<file path="config.mk">
export PLATFORM = sky130hd
export DESIGN_NAME = seven_segment_capture
export DESIGN_NICKNAME = d
export VERILOG_FILES = /design/src/rtl/seven_segment_pkg.sv /design/src/rtl/seven_segment_decode.sv /design/src/rtl/seven_segment_capture.sv
export SDC_FILE = /design/constraint.sdc
export NUM_CORES = 1
export LEC_CHECK = 0
export ABC_AREA = 1
export CORE_MARGIN = 2
export CORE_UTILIZATION = 56
export CTS_CLUSTER_SIZE = 25
export DETAILED_ROUTE_END_ITERATION = 7
export GPL_TIMING_DRIVEN = 0
export PLACE_DENSITY = 0.83
export SETUP_SLACK_MARGIN = 0.2
export SYNTH_ARGS = -nofsm -noshare
export SYNTH_HDL_FRONTEND = slang
export SYNTH_SLANG_ARGS = --single-unit
</file>
<file path="constraint.sdc">
create_clock -name i_CLK -period 2.8 [get_ports i_CLK]
set_clock_uncertainty 0.2 [all_clocks]
set_input_delay 0.28 -clock i_CLK [delete_from_list [all_inputs] [get_ports i_CLK]]
set_output_delay 0.28 -clock i_CLK [all_outputs]
set_load 0.1 [all_outputs]
</file>
<file path="src/rtl/seven_segment_pkg.sv">
// Shared definitions for the seven-segment display path: the glyph table
// used by both the hex encoder and the capture monitor, the capture FSM
// state encoding and the default glitch-filter length.
package seven_segment_pkg;

   // Segment bit order is {g,f,e,d,c,b,a}, active-high.
   localparam logic [6:0] SEG_0 = 7'h3F;
   localparam logic [6:0] SEG_1 = 7'h06;
   localparam logic [6:0] SEG_2 = 7'h5B;
   localparam logic [6:0] SEG_3 = 7'h4F;
   localparam logic [6:0] SEG_4 = 7'h66;
   localparam logic [6:0] SEG_5 = 7'h6D;
   localparam logic [6:0] SEG_6 = 7'h7D;
   localparam logic [6:0] SEG_7 = 7'h07;
   localparam logic [6:0] SEG_8 = 7'h7F;
   localparam logic [6:0] SEG_9 = 7'h6F;
   localparam logic [6:0] SEG_A = 7'h77;
   localparam logic [6:0] SEG_B = 7'h7C;
   localparam logic [6:0] SEG_C = 7'h58;
   localparam logic [6:0] SEG_D = 7'h5E;
   localparam logic [6:0] SEG_E = 7'h79;
   localparam logic [6:0] SEG_F = 7'h71;

   // Number of identical consecutive samples before a digit is trusted.
   localparam int DEFAULT_STABLE_CYCLES = 4;

   typedef enum logic [1:0] {
      IDLE   = 2'd0,
      SETTLE = 2'd1,
      HOLD   = 2'd2
   } state_t;

endpackage

</file>
<file path="src/rtl/seven_segment_decode.sv">
// Combinational seven-segment glyph decoder: maps a segment pattern back to
// the hex nibble it displays, flagging any pattern that is not a hex glyph.
module seven_segment_decode
   import seven_segment_pkg::*;
(
   input  logic [6:0] seg,
   output logic [3:0] nibble,
   output logic       legal
);

   // Reverse lookup of the glyph table; blank and partial glyphs are illegal.
   always_comb begin
      nibble = 4'h0;
      legal  = 1'b1;
      case (seg)
         SEG_0:   nibble = 4'h0;
         SEG_1:   nibble = 4'h1;
         SEG_2:   nibble = 4'h2;
         SEG_3:   nibble = 4'h3;
         SEG_4:   nibble = 4'h4;
         SEG_5:   nibble = 4'h5;
         SEG_6:   nibble = 4'h6;
         SEG_7:   nibble = 4'h7;
         SEG_8:   nibble = 4'h8;
         SEG_9:   nibble = 4'h9;
         SEG_A:   nibble = 4'hA;
         SEG_B:   nibble = 4'hB;
         SEG_C:   nibble = 4'hC;
         SEG_D:   nibble = 4'hD;
         SEG_E:   nibble = 4'hE;
         SEG_F:   nibble = 4'hF;
         default: legal  = 1'b0;
      endcase
   end

endmodule

</file>
<file path="src/rtl/seven_segment_capture.sv">
// Monitors a scanned, multiplexed seven-segment bus and recovers the hex
// value being displayed. Each digit must hold a steady pattern for
// STABLE_CYCLES edges before it is committed; once every digit has been
// committed the assembled frame is published on o_VALUE.
module seven_segment_capture
   import seven_segment_pkg::*;
#(
   parameter int NUM_DIGITS    = 4,
   parameter int STABLE_CYCLES = DEFAULT_STABLE_CYCLES,
   parameter int CNT_W         = 8
)
(
   input  logic                    i_CLK,
   input  logic                    i_RST,
   input  logic [6:0]              i_SEG,
   input  logic [NUM_DIGITS-1:0]   i_DIG_SEL,
   output logic [4*NUM_DIGITS-1:0] o_VALUE,
   output logic                    o_VALID,
   output logic                    o_FRAME,
   output logic                    o_ERR,
   output logic [NUM_DIGITS-1:0]   o_DIGIT_VALID
);

   localparam int SAMP_W = NUM_DIGITS + 7;
   localparam int IDX_W  = (NUM_DIGITS > 1) ? $clog2(NUM_DIGITS) : 1;

   logic [SAMP_W-1:0]       sample_q;
   logic [SAMP_W-1:0]       next_sample;
   logic [NUM_DIGITS-1:0]   samp_sel;
   logic [6:0]              samp_seg;
   logic                    same;
   logic                    next_onehot;
   logic [3:0]              nibble;
   logic                    legal;
   logic [IDX_W-1:0]        digit_idx;
   logic                    commit;
   logic [CNT_W-1:0]        stable_cnt;
   state_t                  state_q;
   logic [4*NUM_DIGITS-1:0] shadow_q;
   logic [4*NUM_DIGITS-1:0] shadow_upd;
   logic [NUM_DIGITS-1:0]   dv_upd;

   // The incoming bus word is compared against the registered one, so the
   // sample register doubles as the "previous sample" for the glitch filter.
   assign next_sample = {i_DIG_SEL, i_SEG};
   assign samp_sel    = sample_q[SAMP_W-1:7];
   assign samp_seg    = sample_q[6:0];
   assign same        = (next_sample == sample_q);
   assign next_onehot = $onehot(i_DIG_SEL);

   // A commit happens when the settle count is full and the pattern is
   // still unchanged on this edge.
   assign commit = (state_q == SETTLE) && same &&
                   (stable_cnt == CNT_W'(STABLE_CYCLES - 1));

   seven_segment_decode u_decode (
      .seg    (samp_seg),
      .nibble (nibble),
      .legal  (legal)
   );

   // Convert the one-hot select of the settled sample into a digit index.
   always_comb begin
      digit_idx = '0;
      for (int i = 0; i < NUM_DIGITS; i++) begin
         if (samp_sel[i]) begin
            digit_idx = IDX_W'(i);
         end
      end
   end

   // Shadow with the nibble being committed this cycle merged in, so a frame
   // completing now publishes its final digit too.
   always_comb begin
      shadow_upd = shadow_q;
      shadow_upd[int'(digit_idx) * 4 +: 4] = nibble;
      dv_upd = o_DIGIT_VALID | samp_sel;
   end

   // Register the raw bus every cycle.
   always_ff @(posedge i_CLK or posedge i_RST) begin
      if (i_RST) begin
         sample_q <= '0;
      end else begin
         sample_q <= next_sample;
      end
   end

   // Settle/hold FSM plus digit commit, error and frame assembly.
   always_ff @(posedge i_CLK or posedge i_RST) begin
      if (i_RST) begin
         state_q       <= IDLE;
         stable_cnt    <= '0;
         shadow_q      <= '0;
         o_VALUE       <= '0;
         o_VALID       <= 1'b0;
         o_FRAME       <= 1'b0;
         o_ERR         <= 1'b0;
         o_DIGIT_VALID <= '0;
      end else begin
         o_FRAME <= 1'b0;
         o_ERR   <= 1'b0;
         case (state_q)
            IDLE: begin
               stable_cnt <= '0;
               if (next_onehot) begin
                  state_q <= SETTLE;
               end
            end
            SETTLE: begin
               if (!same) begin
                  stable_cnt <= '0;
                  state_q    <= next_onehot ? SETTLE : IDLE;
               end else if (commit) begin
                  stable_cnt <= '0;
                  state_q    <= HOLD;
                  if (legal) begin
                     shadow_q <= shadow_upd;
                     if (&dv_upd) begin
                        o_VALUE       <= shadow_upd;
                        o_FRAME       <= 1'b1;
                        o_VALID       <= 1'b1;
                        o_DIGIT_VALID <= '0;
                     end else begin
                        o_DIGIT_VALID <= dv_upd;
                     end
                  end else begin
                     o_ERR         <= 1'b1;
                     o_DIGIT_VALID <= o_DIGIT_VALID & ~samp_sel;
                  end
               end else begin
                  stable_cnt <= stable_cnt + 1'b1;
               end
            end
            HOLD: begin
               stable_cnt <= '0;
               if (!same) begin
                  state_q <= next_onehot ? SETTLE : IDLE;
               end
            end
            default: begin
               stable_cnt <= '0;
               state_q    <= IDLE;
            end
         endcase
      end
   end

endmodule

</file>
Word level (Yosys, flattened, before mapping)
Cells that the tools add are included.
- output and inout port bits: 23
- bits in registers: 60
- bits of input ports: 13
- bitwise operators: 3
- multiplexer cells: 26
- shifts and indexed selects: 2
- reduce and logical (&&, ||, !) cells: 9
- $add $sub $neg: 5
- equality and inequality tests: 24
- operators by type and width (kind ; count):
    7-bit equality test, second input constant ; 13
    4-bit case mux with 15 select lines ; 1
    4-bit negation with 33-bit output ; 1
    4-bit by 33-bit variable shift with 16-bit output, first input constant ; 1
    4-bit by 33-bit variable part select with 16-bit output ; 1
    8-bit two-way mux ; 3
    16-bit bitwise mux ; 1
    16-bit OR reduction ; 1
    7-bit by 3-bit equality test with 1-bit output, second input constant ; 2
    1-bit two-way mux ; 12
    2-bit two-way mux ; 6
    11-bit equality test ; 1
    8-bit by 1-bit adder with 8-bit output, second input constant ; 1
    8-bit by 2-bit equality test with 1-bit output, second input constant ; 1
    4-bit two-way mux ; 2
    4-bit AND reduction ; 2
    8-bit AND reduction ; 1
    7-bit by 6-bit equality test with 1-bit output, second input constant ; 1
    2-bit case mux with 3 select lines ; 1
    3-bit AND reduction ; 2
    1-bit by 1-bit adder with 2-bit output ; 2
    4-bit bitwise AND ; 1
    2-bit != test, second input constant ; 2
    4-bit inverter ; 1
    other kinds (8) ; 9

Depth between registers and ports, before layout
- word-level depth: 7
- mapped depth: 13

Cells and area by module
From an unflattened synthesis, not the netlist that was laid out.
- cells, all modules: 432
- area total of the unflattened synthesis: 3273.1 um2
- modules (own cells, without submodules) (module ; instances ; area each (um2) ; cells each ; sequential area each (um2)):
    seven_segment_capture ; 1 ; 2985.4 ; 367 ; 1501.4
    seven_segment_decode ; 1 ; 287.8 ; 65 ; 0.0

Least setup slack after synthesis
Ideal clock, no wire load.
- path type: flip-flop to flip-flop
- start: register o_DIGIT_VALID[3]
- end: register o_DIGIT_VALID[0]
- path buffers: 1
- path slack: 389 ps
- data required time: 2480 ps
- cell stages (with the launch flop): 9
- arrival time: 2091 ps
- library setup time: 120 ps
- cell sequence: dfrtp_1 > nor2_1 > nor4_2 > clkbuf_1 > nor2_1 > nand2_1 > nand2_1 > nand2_1 > nand2_1
- longest elaborated chain between the ends: 4
- ends and longest elaborated chain (what ; line ; text):
    start, declared ; seven_segment_capture.sv:21 ; output logic [NUM_DIGITS-1:0] o_DIGIT_VALID
    start signal, assigned ; seven_segment_capture.sv:125 ; o_DIGIT_VALID <= dv_upd;
    start signal, assigned ; seven_segment_capture.sv:129 ; o_DIGIT_VALID <= o_DIGIT_VALID & ~samp_sel;
    4-bit OR ; seven_segment_capture.sv:77 ; dv_upd = o_DIGIT_VALID | samp_sel;
    4-bit AND reduction ; seven_segment_capture.sv:119 ; if (&dv_upd) begin
    4-bit two-way mux ; seven_segment_capture.sv:119 ;
    4-bit two-way mux ; seven_segment_capture.sv:117 ; if (legal) begin
Every way passes these cells.
A chain may end at the register's enable or synchronous reset.

Worst setup path after layout
- start: register sample_q[9]
- end: register shadow_q[1]
- longest elaborated chain between the ends: 5
- elaborated cells between the ends (all ways): 10
- those cells by class: add/sub (1); eq/ne (1); shift (2); mux (3); reduce/logical (3)
- ends and longest elaborated chain (what ; line ; text):
    start, declared ; seven_segment_capture.sv:27 ; logic [SAMP_W-1:0] sample_q;
    start signal, assigned ; seven_segment_capture.sv:85 ; sample_q <= next_sample;
    2-bit two-way mux (2 in series) ; seven_segment_capture.sv:66 ; if (samp_sel[i]) begin
    4-bit negation with 33-bit output ; seven_segment_capture.sv:76 ; shadow_upd[int'(digit_idx) * 4 +: 4] = nibble;
    4-bit by 33-bit variable part select with 16-bit output / 4-bit by 33-bit variable shift with 16-bit output (equally long branches) ; seven_segment_capture.sv:76 ;
    16-bit bitwise mux ; seven_segment_capture.sv:76 ;
    end signal, assigned ; seven_segment_capture.sv:118 ; shadow_q <= shadow_upd;
    end, declared ; seven_segment_capture.sv:39 ; logic [4*NUM_DIGITS-1:0] shadow_q;
Parallel ways exist; a longest one is shown, timed or not.

==> metrics.md <==
| Metric | Value |
|---|---|
| Avg WL per Cell | 12.9 microns |
| Final hold vios | 0 |
| Async SR Flop Fraction | 1.00 |
| CTS clock-pin slew for the worst setup and hold paths | 70 ps |
| Hold WC Path Type | in2async |
| Post-synth EDFFs | 0 |
| Post-Syn Area | 0.00330 sq mm |
| PwrDens | 477 mW/mm^2 |
| CTS tree | done |
| Crit path cell chain | inv_1 > nand2_1 > nand2_1 > clkbuf_2 > inv_1 > ha_1 > nand2_1 > nor2_2 > nand2_1 > o21ai_0 > nand2_1 > o21ai_0 |
| Synth area leaders | dfrtp_1, nand2_1, nor2_1, inv_1, nand3_1 |
| Syn nets | 471 |
| Vias | 2978 |
| Setup TNS | 0 ps |
| WP data required | 2860 ps |
| ANT nets after route | 0 |
| Unrepaired setup endpoints after global routing | true |
| # setup viols final | 0 |
| Post-synth top area cell | dfrtp_1 |
| Fillcell total | 437 |
| Minimum clock period after layout | 2450 ps |
| Unique masters post-synth | 30 |
| Total power | 1.91 mW |
| Relative slew slack | 0.342 |
| Final WS setup | 349 ps |
| Area growth syn-to-layout | 21.1% |
| Leakage | 2.23 nW |
| Layout cell share with drive strength beyond 1 | 0.0954 |
| Worst slew pin tran | 984 ps |
| Clock sink count | 60 |
| Core Region | 0.00561 sq mm |
| Crit-path slowest cell | dfrtp_1 |
| Detailed Place HPWL | 5.33 mm |
| DRC violations left | 0 |
| Maxcap violations | 0 |
| Primary FF master, synth | dfrtp_1 |
| Placed Cells incl. Taps | 558 |
| Slowest cell delay on critical path | 450 ps |
| Type of origin of the critical path | flop |
| Ant. Diodes | 0 |
| Global-route wire length before repair | 12.7 mm |
| CP endpoint kind | flop |
| Htree depth | 3 |
| Syn Inst Count | 450 |
| All-Layer GR Usage | 0.255 |
| CP arrival | 2510 ps |
| DR vias/cell | 5.18 |
| Crit path buf inv count | 3 |
| Largest net degree at the start of global routing | 41 |
| Outcome | completed |
| Peak supply drop | 0.000367 V |
| Cell repeated most along the worst path | nand2_1 |
| GRT overflow | 0 |
| Final nets | 519 |
| Final WL | 7.44 mm |
| RD Place Congestion | 0.877 |
| Cts bufs inserted | 9 |
| Synth Warn # | 0 |
| Clock buffer depth | 2 |
| Register area share after synthesis | 0.455 |
| Most frequent cells after synthesis | nand2_1, dfrtp_1, nor2_1 |
| Fmax achieved | 408 MHz |
| Final period util | 0.875 |
| Root cell of the clock tree | clkbuf_8 |
| Initial drt markers | 204 |
| Clock Latency Late Sink | 350 ps |
| Vias in the first global route | 2885 |
| Die Area | 0.00653 sq mm |
| Initial Util | 0.589 |
| Count leader, synth | nand2_1 |
| Critical path peak fanout | 11 |
| Die width | 80.8 microns |
| Final Instance Count excl. Fillers | 575 |
| Site Rows | 27 |
| CP top delay family | simple AND/OR/NAND/NOR gates |
| Height of the die | 80.8 microns |
| Crit path kind | reg2reg |
| Syn Area/Cell | 7.34 sq um |
| Buffer count from post-CTS setup fixing | 0 |
| Initial antenna violation count | 0 |
| Drt pass-1 iters | 8 |
| DP Worst Slack | -204 ps |
| Flops & latches, synth | 60 |
| I/O Pins | 36 |
| Finished Core Util | 0.713 |
| Final slew viol count | 0 |
| Top-area cell type share of the netlist area | 0.455 |
| Buffers on Ports | 35 |
[metrics by stage]
step | hold slack, ps | area, sq um
2_1_floorplan | 111 | 3300
3_3_place_gp | 246 | 3740
3_5_place_dp | 248 | 3760
6_report | 48.6 | 4000
5_1_grt | 101 | 4000
4_1_cts | 61.3 | 3970
[layer usage]
| layer | GRT usage | part of all wire | vias to the layer above |
|---|---|---|---|
| met3 | 0.0578 | 0.046 | 17 |
| li1 | - | - | 1483 |
| met4 | 0.112 | 0.024 | 0 |
| met5 | 0 | 0 | - |
| met2 | 0.427 | 0.49 | 74 |
| met1 | 0.316 | 0.44 | 1404 |
[kinds of logic (layout without fill, tap and decap cells)]
family / count (synthesis) / after routing / share of synthesized area
compound gates: 8 / 8 / 0.0121
simple gates: 307 / 307 / 0.402
flops: 60 / 60 / 0.455
xor+xnor: 9 / 9 / 0.0239
buf+inv: 58 / 111 / 0.0754
fa+ha+maj: 8 / 8 / 0.0326
[cells in the final DEF (no fill, tap or decap), types with 10 or more instances in the layout]
master / Yosys / routed
clkbuf_8: 0 / 11
clkdlybuf4s50_1: 0 / 34
dfrtp_1: 60 / 60
inv_1: 43 / 42
nand2_1: 190 / 190
nand3_1: 32 / 32
nand4_1: 10 / 10
nor2_1: 51 / 50
[state kept, by name (all words and copies together) (netlist names)]
name           flops
o_VALID            1
o_ERR              1
state_q            2
stable_cnt         8
shadow_q          16
o_DIGIT_VALID      4
o_VALUE           16
o_FRAME            1
sample_q          11
[final cells by class]
cell class,count,area (sq um),area share
Timing Repair Buffer,37,383,0.0957
Clock buffer,12,155,0.0388
Buffer,10,71.3,0.0178
Sequential cell,60,1500,0.375
Tap cell,72,90.1,0.0225
Inverter,48,180,0.0450
Multi-Input combinational cell,332,1570,0.393
Clock inverter,4,47.5,0.0119
[final timing paths]
path	depth (start not counted)	slack [ps]	to	startpoint
worst min register to register	2	260	o_VALID$_DFFE_PP0P_	o_VALID$_DFFE_PP0P_
min in group i_CLK	1	220	sample_q[6]$_DFF_PP0_	i_SEG[6]
worst max-delay path	12	350	shadow_q[1]$_DFFE_PP0P_	sample_q[9]$_DFF_PP0_
max in group asynchronous	3	1790	stable_cnt[7]$_DFF_PP0_	i_RST
worst min-delay path	2	50	shadow_q[5]$_DFFE_PP0P_	i_RST
worst max register to register	12	350	shadow_q[1]$_DFFE_PP0P_	sample_q[9]$_DFF_PP0_
[power breakdown]
| group | switching (mW) | internal (mW) |
|---|---|---|
| Combinational | 0.132 | 0.0761 |
| Sequential | 0.0147 | 0.881 |
| Clock | 0.349 | 0.457 |
[repair_timing]
item                       in CTS  in global routing
hold endpoints to repair        0                  1
setup endpoints to repair      14                 18
hold buffers                    0                  1
resized for setup               2                  5
cloned                          0                  0
pin swaps                       0                  1
No activity file was read; power rests on OpenSTA's default activity.
==> RTL change: new RTL, same flow settings <==
Make the reset (`i_RST`) synchronous in 2 clocked blocks.
--- a/src/rtl/seven_segment_capture.sv
+++ b/src/rtl/seven_segment_capture.sv
@@ -80,3 +80,3 @@
    // Register the raw bus every cycle.
-   always_ff @(posedge i_CLK or posedge i_RST) begin
+   always_ff @(posedge i_CLK) begin
       if (i_RST) begin
@@ -89,3 +89,3 @@
    // Settle/hold FSM plus digit commit, error and frame assembly.
-   always_ff @(posedge i_CLK or posedge i_RST) begin
+   always_ff @(posedge i_CLK) begin
       if (i_RST) begin
Behaviour: differs if i_RST is asserted again (counterexample within 10 cycles, from zero or initial values and one cycle with i_RST high); with i_RST held inactive, the same outputs for 10 cycles.
==> RTL change against the unedited design <==
Synthesized area is 1.7% higher; register-to-register slack better by 0.14 ns; worst setup slack worse by 0.051 ns; count of clock-buffer cells in the layout is 2 higher; sequential share of layout area is 7.4 points lower; utilization is 3.2 points lower; sequential cell count stayed put; non-clock buffer count is 2 lower; cell area is 0.31% lower; routed wire length is 4.2% higher; first-iteration DRC count is 12% higher; power is 6.6% lower; critical endpoint is now state_q[0]; largest cell class unchanged.
==> RTL change: results (changes against the unedited design) <==
| Metric | Value |
|---|---|
| Largest net degree at the start of global routing | `11 (was 41)` |
| VDD IR max | `0.000361 V (was 0.000367 V)` |
| Total placed instance area | `3790 um^2 (was 3760 um^2)` |
| Vias per cell | `5.08 (was 5.18)` |
| CP Capture Point | `state_q[0] (was shadow_q[1])` |
| Routability congestion estimate | `0.938 (was 0.877)` |
| Netlist cell types | `29 (was 30)` |
| Post-DP HPWL | `5690 um (was 5330 um)` |
| Layout Nets | `601 (was 519)` |
| Place WS | `-0.164 ns (was -0.204 ns)` |
| Register area share after synthesis | `35.7% (was 45.5%)` |
| Crit path largest cell delay | `0.52 ns (was 0.45 ns)` |
| Worst-Margin Slew | `0.980 ns (was 0.984 ns)` |
| Slack of the worst reg-to-reg path | `0.49 ns (was 0.35 ns)` |
| Final min period | `2.50 ns (was 2.45 ns)` |
| Vias in the first global route | `3149 (was 2885)` |
| Post-synthesis net count | `556 (was 471)` |
| Outcome | `finished clean (unchanged)` |
| Iter 0 DRT Violations | `228 (was 204)` |
| Layout cell share with drive strength beyond 1 | `8.39% (was 9.54%)` |
| HP Class | `in2reg (was in2async)` |
| Crit path max-delay cell type | `clkdlybuf4s50_1 (was dfrtp_1)` |
| Reg2reg path depth | `8 (was 12)` |
| Int Power | `0.00133 W (was 0.00141 W)` |
| Worst-path fanout max | `2 (was 11)` |
| I/O Buffers | `34 (was 35)` |
| Most instantiated cells after synthesis | `165 x nand2_1, 114 x nor2_1, 66 x inv_1, 60 x dfxtp_1, 36 x nand3_1 (was 190 x nand2_1, 60 x dfrtp_1, 51 x nor2_1, 43 x inv_1, 32 x nand3_1)` |
| Sequential Area | `1200 um^2 (was 1500 um^2)` |
| Tot GR Track Use | `25.9% (was 25.5%)` |
| Largest cells by area after synthesis | `dfxtp_1 36%, nand2_1 18%, nor2_1 13%, inv_1 7.4%, nand3_1 5.4% (was dfrtp_1 45%, nand2_1 22%, nor2_1 5.8%, inv_1 4.9%, nand3_1 4.8%)` |
| Critical R2R Launch | `sample_q[9] (unchanged)` |
| RR Endpoint | `o_VALUE[11] (was shadow_q[1])` |
| Crit path DAT | `2.57 ns (was 2.51 ns)` |
| Asr flop ratio synth | `0% (was 100%)` |
| Wirelength per Cell | `11.8 um (was 12.9 um)` |
==> RTL change: power by group through the flow <==
stage	Combinational [W]	Clock [W]	Sequential, W
5_1_grt	0.000178	0.000787	0.000881
2_1_floorplan	0.000108	0	0.000895
3_5_place_dp	0.000154	0	0.000898
6_report	0.000159	0.000744	0.000880
4_1_cts	0.000157	0.000755	0.000879
3_3_place_gp	0.000147	0	0.000897
==> RTL change: metal layers <==
| layer | routed length, um | up-vias | share of wire, % | GRT usage [%] |
|---|---|---|---|---|
| li1 | - | 1715 | - | - |
| met3 | 381 | 20 | 4.9 | 5.60 |
| met1 | 3570 | 1521 | 46 | 32.0 |
| met4 | 203 | 0 | 2.6 | 11.9 |
| met2 | 3600 | 93 | 46 | 43.2 |
| met5 | 0 | - | 0 | 0 |
==> RTL change: what timing repair did <==
item | CTS | global route
gates cloned | 0 | 0
endpoints found under the setup margin | 1 | 2
gates resized for setup | 1 | 2
hold endpoints to repair | 0 | 0
==> RTL change: per-stage QoR <==
stage	cells	hold slack, ns
6_report	659	0.150
3_5_place_dp	644	0.250
5_1_grt	659	0.178
2_1_floorplan	535	0.187
3_3_place_gp	644	0.237
4_1_cts	659	0.135
==> RTL change: kinds of logic (layout without fill, tap and decap cells) <==
kind of cell / Yosys count / after routing / synth area share, %
AOI/OAI and AO/OA: 23 / 23 / 3.72
xor gates and xnor gates: 8 / 8 / 2.08
adders and majority gates: 8 / 8 / 3.20
buffers and inverters: 86 / 135 / 10.7
DFF: 60 / 60 / 35.7
and+or+nand+nor: 350 / 350 / 44.5
==> RTL change: final cells by class <==
cell class	count	area share (%)
buffer	11	1.98
clock inverter	1	0.126
inverter	75	7.06
sequential	60	30.1
clock buffer	14	4.58
multi-input combinational	389	45.2
timing repair buffer	34	8.53
tap	75	2.35
